**config.mk**
```make
export PLATFORM = sky130hd
export DESIGN_NAME = decode_sequencer
export DESIGN_NICKNAME = d
export VERILOG_FILES = /design/src/rtl/decode_sequencer.sv
export SDC_FILE = /design/constraint.sdc
export NUM_CORES = 1
export LEC_CHECK = 0
export CORE_MARGIN = 3
export CORE_UTILIZATION = 39
export CTS_CLUSTER_DIAMETER = 120
export DETAILED_ROUTE_END_ITERATION = 8
export GPL_ROUTABILITY_DRIVEN = 0
export PLACE_DENSITY_LB_ADDON = 0.05
export SYNTH_ARGS = -nofsm -noshare
export SYNTH_HDL_FRONTEND = slang
export SYNTH_SLANG_ARGS = --single-unit
```
**constraint.sdc**
```tcl
create_clock -name clk -period 2.4 [get_ports clk]
set_input_delay 0.48 -clock clk [delete_from_list [all_inputs] [get_ports clk]]
set_output_delay 0.48 -clock clk [all_outputs]
set_load 0.01 [all_outputs]
```
**src/rtl/decode_sequencer.sv**
```systemverilog
// Registered instruction decoder with a two-phase branch/JAL sequencer and a fetch valid/ready port.
// Define DECSEQ_SIGNED_OFFSET_EN to sign-extend immediates; default build zero-extends them.
module decode_sequencer #(
    parameter int DATA_W = 16,
    parameter int PC_REG = 7,
    parameter int PC_ADJ = 2
) (
    input  logic              clk,
    input  logic              rst_n,
    input  logic              inst_valid,
    input  logic [15:0]       inst,
    output logic              inst_ready,
    input  logic [1:0]        flags,
    output logic [2:0]        alu_op,
    output logic [2:0]        ra_add,
    output logic [2:0]        rb_add,
    output logic [2:0]        write_add,
    output logic              w_en,
    output logic              load_store,
    output logic              pc_inc,
    output logic [DATA_W-1:0] immediate,
    output logic              busy,
    output logic              illegal,
    output logic [1:0]        state_dbg
);

    typedef enum logic [1:0] {FETCH = 2'd0, EXEC = 2'd1, BRANCH = 2'd2} state_t;

    localparam logic [3:0] OP_ADD = 4'h0;
    localparam logic [3:0] OP_NDU = 4'h2;
    localparam logic [3:0] OP_LW  = 4'h4;
    localparam logic [3:0] OP_SW  = 4'h5;
    localparam logic [3:0] OP_JAL = 4'h8;
    localparam logic [3:0] OP_BEQ = 4'hC;
    localparam logic [2:0]        PC_IDX = 3'(PC_REG);
    localparam logic [DATA_W-1:0] ADJ    = DATA_W'(PC_ADJ);

    state_t            state;
    logic [15:0]       ir;
    logic [3:0]        opcode;
    logic              take_branch;
    logic              accept;
    logic [DATA_W-1:0] ext6;
    logic [DATA_W-1:0] ext9;
    logic              unused_flags;

    assign opcode       = ir[15:12];
    assign unused_flags = flags[1];

`ifdef DECSEQ_SIGNED_OFFSET_EN
    assign ext6 = {{(DATA_W-6){ir[5]}}, ir[5:0]};
    assign ext9 = {{(DATA_W-9){ir[8]}}, ir[8:0]};
`else
    assign ext6 = {{(DATA_W-6){1'b0}}, ir[5:0]};
    assign ext9 = {{(DATA_W-9){1'b0}}, ir[8:0]};
`endif

    // Handshake: an instruction is consumed on a rising edge where inst_valid and
    // inst_ready are both high; inst must be held stable while inst_ready is low.
    assign take_branch = (state == EXEC) &&
                         (((opcode == OP_BEQ) && flags[0]) || (opcode == OP_JAL));
    assign inst_ready  = rst_n && !take_branch;
    assign accept      = inst_valid && inst_ready;
    assign busy        = (state != FETCH);
    assign state_dbg   = state;

    always_ff @(posedge clk or negedge rst_n) begin
        if (!rst_n) begin
            state <= FETCH;
            ir    <= 16'h0000;
        end else if (take_branch) begin
            state <= BRANCH;
        end else if (accept) begin
            state <= EXEC;
            ir    <= inst;
        end else begin
            state <= FETCH;
        end
    end

    always_comb begin
        alu_op     = 3'b000;
        ra_add     = 3'd0;
        rb_add     = 3'd0;
        write_add  = 3'd0;
        w_en       = 1'b0;
        load_store = 1'b0;
        pc_inc     = 1'b0;
        immediate  = '0;
        illegal    = 1'b0;
        if (state == EXEC) begin
            case (opcode)
                OP_ADD, OP_NDU: begin
                    alu_op    = (opcode == OP_NDU) ? 3'b001 : 3'b000;
                    ra_add    = ir[11:9];
                    rb_add    = ir[8:6];
                    write_add = ir[5:3];
                    w_en      = 1'b1;
                    pc_inc    = 1'b1;
                end
                OP_LW: begin
                    alu_op     = 3'b111;
                    rb_add     = ir[8:6];
                    write_add  = ir[11:9];
                    immediate  = ext6;
                    load_store = 1'b1;
                    w_en       = 1'b1;
                    pc_inc     = 1'b1;
                end
                OP_SW: begin
                    alu_op    = 3'b111;
                    ra_add    = ir[11:9];
                    rb_add    = ir[8:6];
                    immediate = ext6;
                    pc_inc    = 1'b1;
                end
                OP_BEQ: begin
                    alu_op = 3'b010;
                    ra_add = ir[11:9];
                    rb_add = ir[8:6];
                    pc_inc = !flags[0];
                end
                OP_JAL: begin
                    alu_op    = 3'b011;
                    rb_add    = PC_IDX;
                    write_add = ir[11:9];
                    immediate = ADJ;
                    w_en      = 1'b1;
                end
                default: begin
                    illegal = 1'b1;
                    pc_inc  = 1'b1;
                end
            endcase
        end else if (state == BRANCH) begin
            // Second phase writes the PC: offset is compensated for the pre-increment.
            alu_op    = 3'b011;
            rb_add    = PC_IDX;
            write_add = PC_IDX;
            w_en      = 1'b1;
            pc_inc    = 1'b1;
            immediate = ((opcode == OP_BEQ) ? ext6 : ext9) - ADJ;
        end
    end

endmodule

```
**Word-level counts from Yosys, hierarchy flattened**

Index checks and enable logic that the tools add are counted.

- Register bits: 18
- Input bits: 21
- Output and inout port bits: 36
- Logic and storage cells: 54

- $add $sub $neg: 1
- Eq/ne operators: 7
- Muxes and demuxes: 26
- Bitwise operators: 1
- Reductions and logical operators: 17

Operator list:

| operator | number |
|---|---|
| two-way mux 16 bit | 2 |
| two-way mux 3 bit | 6 |
| case mux 3 bit (2 select lines) | 2 |
| case mux 3 bit (4 select lines) | 1 |
| case mux 6 bit (2 select lines) | 1 |
| two-way mux 1 bit | 10 |
| subtractor 9 x 2 -> 10 bit (second input constant) | 1 |
| two-way mux 9 bit | 1 |
| == test 4 x 3 -> 1 bit (second input constant) | 2 |
| == test 4 bit (second input constant) | 2 |
| OR reduction 4 bit | 2 |
| OR reduction 2 bit | 3 |
| OR reduction 6 bit | 1 |
| OR reduction 5 bit | 1 |
| == test 4 x 2 -> 1 bit (second input constant) | 1 |
| logical AND 1 bit | 4 |
| zero test 4 bit | 1 |
| two-way mux 2 bit | 2 |
| == test 2 x 1 -> 1 bit (second input constant) | 1 |
| == test 2 bit (second input constant) | 1 |
| zero test 1 bit | 2 |
| case mux 1 bit (2 select lines) | 1 |
| AND reduction 2 bit | 1 |
| nonzero test 2 bit | 1 |
| other kinds (2) | 2 |

**Logic depth before layout (Yosys ltp)**

- Word-level depth: 9
- Depth in mapped cells: 5
- Gate-level depth less buffers: 5

**Least setup slack after synthesis**

Ideal clock, no wire load.

- Path type: register to output
- Start: register ir[1]
- End: output immediate[10]
- Arrival time: 2.077 ns
- Required time: 1.920 ns
- Slack: -0.157 ns
- Cell stages (with the launch flop): 6
- Buffers on the path: 1
- Cells stage by stage: dfrtp_1 inv_1 ha_1 or4b_2 nor3_1 buf_4

- Cells in the longest elaborated chain, start to end: 4

RTL lines:

| what | line | text |
|---|---|---|
| start, declared | 39 | `logic [15:0] ir;` |
| start signal, assigned | 75 | `ir <= inst;` |
| two-way mux 9 bit | 142 | `immediate = ((opcode == OP_BEQ) ? ext6 : ext9) - ADJ;` |
| subtractor 9 x 2 -> 10 bit | 142 |  |
| two-way mux 16 bit | 135 | `end else if (state == BRANCH) begin` |
| two-way mux 16 bit | 91 | `if (state == EXEC) begin` |
| end, declared | 21 | `output logic [DATA_W-1:0] immediate,` |

No other way between the ends.

**Worst setup path after layout**

- Start: register state[1] (netlist: state_dbg[1])
- End: output rb_add[1]

- Cells in the longest elaborated chain, start to end: 3
- Elaborated cells on any way between the ends: 4
- Those cells by class: eq/ne: 2; mux: 2

RTL lines:

| what | line | text |
|---|---|---|
| start, declared | 38 | `state_t state;` |
| start signal, assigned | 69 | `state <= FETCH;` |
| start signal, assigned | 72 | `state <= BRANCH;` |
| start signal, assigned | 74 | `state <= EXEC;` |
| == test 2 bit | 135 |  |
| two-way mux 3 bit | 135 |  |
| two-way mux 3 bit (*) | 91 |  |
| end, declared | 16 | `output logic [2:0] rb_add,` |

Mark *: on every way between the ends. The rest lies on a longest branch, timed or not.

==> results.md <==
- Run status: complete, no violations
- Die ar.: around 4300 um^2
- WP data arrival: 1.92 ns
- Leak pwr: 1.14 nW
- CP Max Fanout: 4
- Cell family with most CP delay: buffers and inverters
- Fill count: 277
- Dpl cell area: between 2000 and 2500 um^2
- Launch point of the worst path: state_dbg[1]
- Measured slew at the worst slew-check pin: 0.457 ns
- H-tree lvl count: 1
- HPWL after DPL: 3.11 mm
- Ant diodes: 0
- Worst Path Required: 1.92 ns
- Fin. max-slew vios: 0
- Total of max-cap violations: 0
- Area grow syn2layout: 67.1%
- Setup TNS: 0 ns
- Cell area after synthesis: 1390 um^2
- IO buf count: 55
- CTS max path bufs: 2
- Sequential cell area fraction in the yosys report: between 30% and 40%
- Antenna Nets Post-Route: 0
- Final hold viol count: 0
- Layout cells sized above 1: 44.7%
- Most common flop cell mapped by yosys: dfrtp_1
- Num CTS Buffers: 3
- DR pass1 iterations: 4
- WL final: 4.68 mm
- Post-synth ARST share: 100%
- Hold Startpoint: ir[0]
- Peak VDD IR: 0.245 mV
- Post-synth EDFFs: 0
- Core area: 3390 um^2
- FP Rows: 21
- Layout Utilization: slightly below 70%
- Die H: 65.8 um
- DRC: 0
- Vias per cell: 5.48
- Yosys reg bits: 18
- Worst path max stage delay: between 0.4 and 0.5 ns
- Gr ovfl total: 0
- GRT Util Overall: a little over a fifth
- Clock Skew: 0.00135 ns
- Initial antenna violation count: 0
- Post-Synthesis Net Count: 175
- Final period util: roughly 100%
- Power Total: 1.14 mW
- CP Cell Sequence: buf_12, nor4b_4, buf_4, buf_6, a31oi_4, o31ai_1, buf_2
- Final setup viols: 0
- Synth warn: 0
- Startpoint types: register
- Hold/Removal Path Class: reg -> reg
- Critical-path top delay cell: dfrtp_2
- Starting DRC count in detailed routing: 119
- Fin nets: 260
- Fmax: 417 MHz
- Pin count of the biggest net entering global routing: 18
- Synthesized instance count: 153
- WS Path Type: reg -> out
- Wire length per cell: 16.5 um
- First-pass GRT wire length: 7.11 mm
- Netlist cell types: 43
- Die width: ~66 um
- Clk root buf: clkbuf_4
- Initial Util: 41.1%
- IO Count: between 50 and 60
- PD cells: between 400 and 500 nW/um^2
- Unrepaired setup endpoints after global routing: yes
- RR Startpoint: state_dbg[1]
- Post-layout min period: 2.40 ns
- Hold Slack: 0.523 ns
- Worst-path clk slew: 0.12 ns
- CTS tree: built
- Worst slew margin: 69.5%
- Clk_lat worst skew: 0.31 ns
- Bufs and invs on worst path: 4
- Clk sinks: 18
- Final instance area: 2330 um^2
- Post-Syn Area per Cell: between 9 and 10 um^2
- Vias: 1550
- Critical Path End Type: output port
- Vias in the first global route: 1527
==> layer usage <==
| metal | up-vias | routed length [um] | track usage [%] |
|---|---|---|---|
| li1 | 725 | - | - |
| met1 | 744 | 1920 | 26.6 |
| met2 | 71 | 2360 | 37.3 |
| met3 | 10 | 322 | 3.23 |
| met4 | 0 | 83 | 6.99 |
| met5 | - | 0 | 0 |
==> cell usage after synthesis, types with 6 or more instances <==
master    instances  share of area (%)
mux2_4            9                9.7
nand2_1           6                1.6
nor2_1            7                1.9
nand3_1          11                3.9
buf_4             6                3.2
clkbuf_1         10                2.7
inv_1             7                1.9
nor3_1            6                2.2
nor3b_1           6                3.2
o31ai_1           6                3.2
dfrtp_1          18                 32
a21oi_1           9                3.2
==> placed cells by master, fill, tap and decap left out, types with 3 or more instances in the layout <==
cell / n
inv_1: 7
nand2_1: 6
buf_6: 4
nand3_1: 9
clkbuf_4: 3
buf_4: 38
nor3_1: 3
mux2_2: 3
o31ai_1: 4
clkdlybuf4s50_1: 22
nor2_1: 7
nor2b_1: 4
dfrtp_1: 13
buf_2: 13
o21ai_0: 4
a21oi_1: 7
nor3b_1: 4
xor2_1: 3
dlygate4sd2_1: 12
clkbuf_2: 3
dfrtp_2: 5
o211ai_1: 4
mux2_4: 9
==> final timing paths <==
| path | end | slack [ns] | depth (start not counted) |
|---|---|---|---|
| setup / recovery | rb_add[1] | 0.004 | 7 |
| max in group asynchronous | ir[14] | 1.57 | 2 |
| hold / removal | ir[0] | 0.52 | 1 |
| setup reg to reg | ir[4] | 0.52 | 6 |
| min in group asynchronous | ir[15] | 0.53 | 2 |
| hold reg to reg | ir[0] | 0.52 | 1 |
==> sequential cells by signal, summed over array words and instances (netlist names) <==
register	flops
ir	16
state_dbg	2
==> per-stage QoR <==
step,std cells,setup slack [ns]
floorplan,153,0.0872
global placement,263,-0.149
detailed placement,263,-0.176
CTS,277,0.000506
global route,283,-0.0648
finish,283,0.00387
==> final cells by class <==
cell class / instances / area [um^2] / area share [%]
multi-input cells: 110 / 932 / 40.0
flip-flops and latches: 18 / 457 / 19.6
well taps: 46 / 57.6 / 2.47
repair buffers: 98 / 821 / 35.2
inverters: 7 / 26.3 / 1.13
clock buffers: 4 / 36.3 / 1.56
==> what timing repair did <==
action	4_1_cts	5_1_grt
endpoints found under the setup margin	33	23
pin swaps	4	5
setup buffers	10	6
resized for setup	81	34
hold buffers	0	0
==> power breakdown <==
part | total, mW | internal, mW | switching, mW
sequential | 0.406 | 0.349 | 0.0574
clock | 0.203 | 0.0927 | 0.111
combinational | 0.535 | 0.285 | 0.249
==> cells by family (layout without fill, tap and decap cells) <==
| logic type | Yosys count | count (layout) | share of synthesized area [%] |
|---|---|---|---|
| simple gates | 55 | 55 | 23.8 |
| flops | 18 | 18 | 32.3 |
| buf+inv | 25 | 109 | 8.89 |
| compound gates | 38 | 38 | 19.4 |
| xor+xnor | 3 | 3 | 1.89 |
| mux | 13 | 13 | 12.8 |
| fa+ha+maj | 1 | 1 | 0.898 |
(Power assumes the default switching activity.)
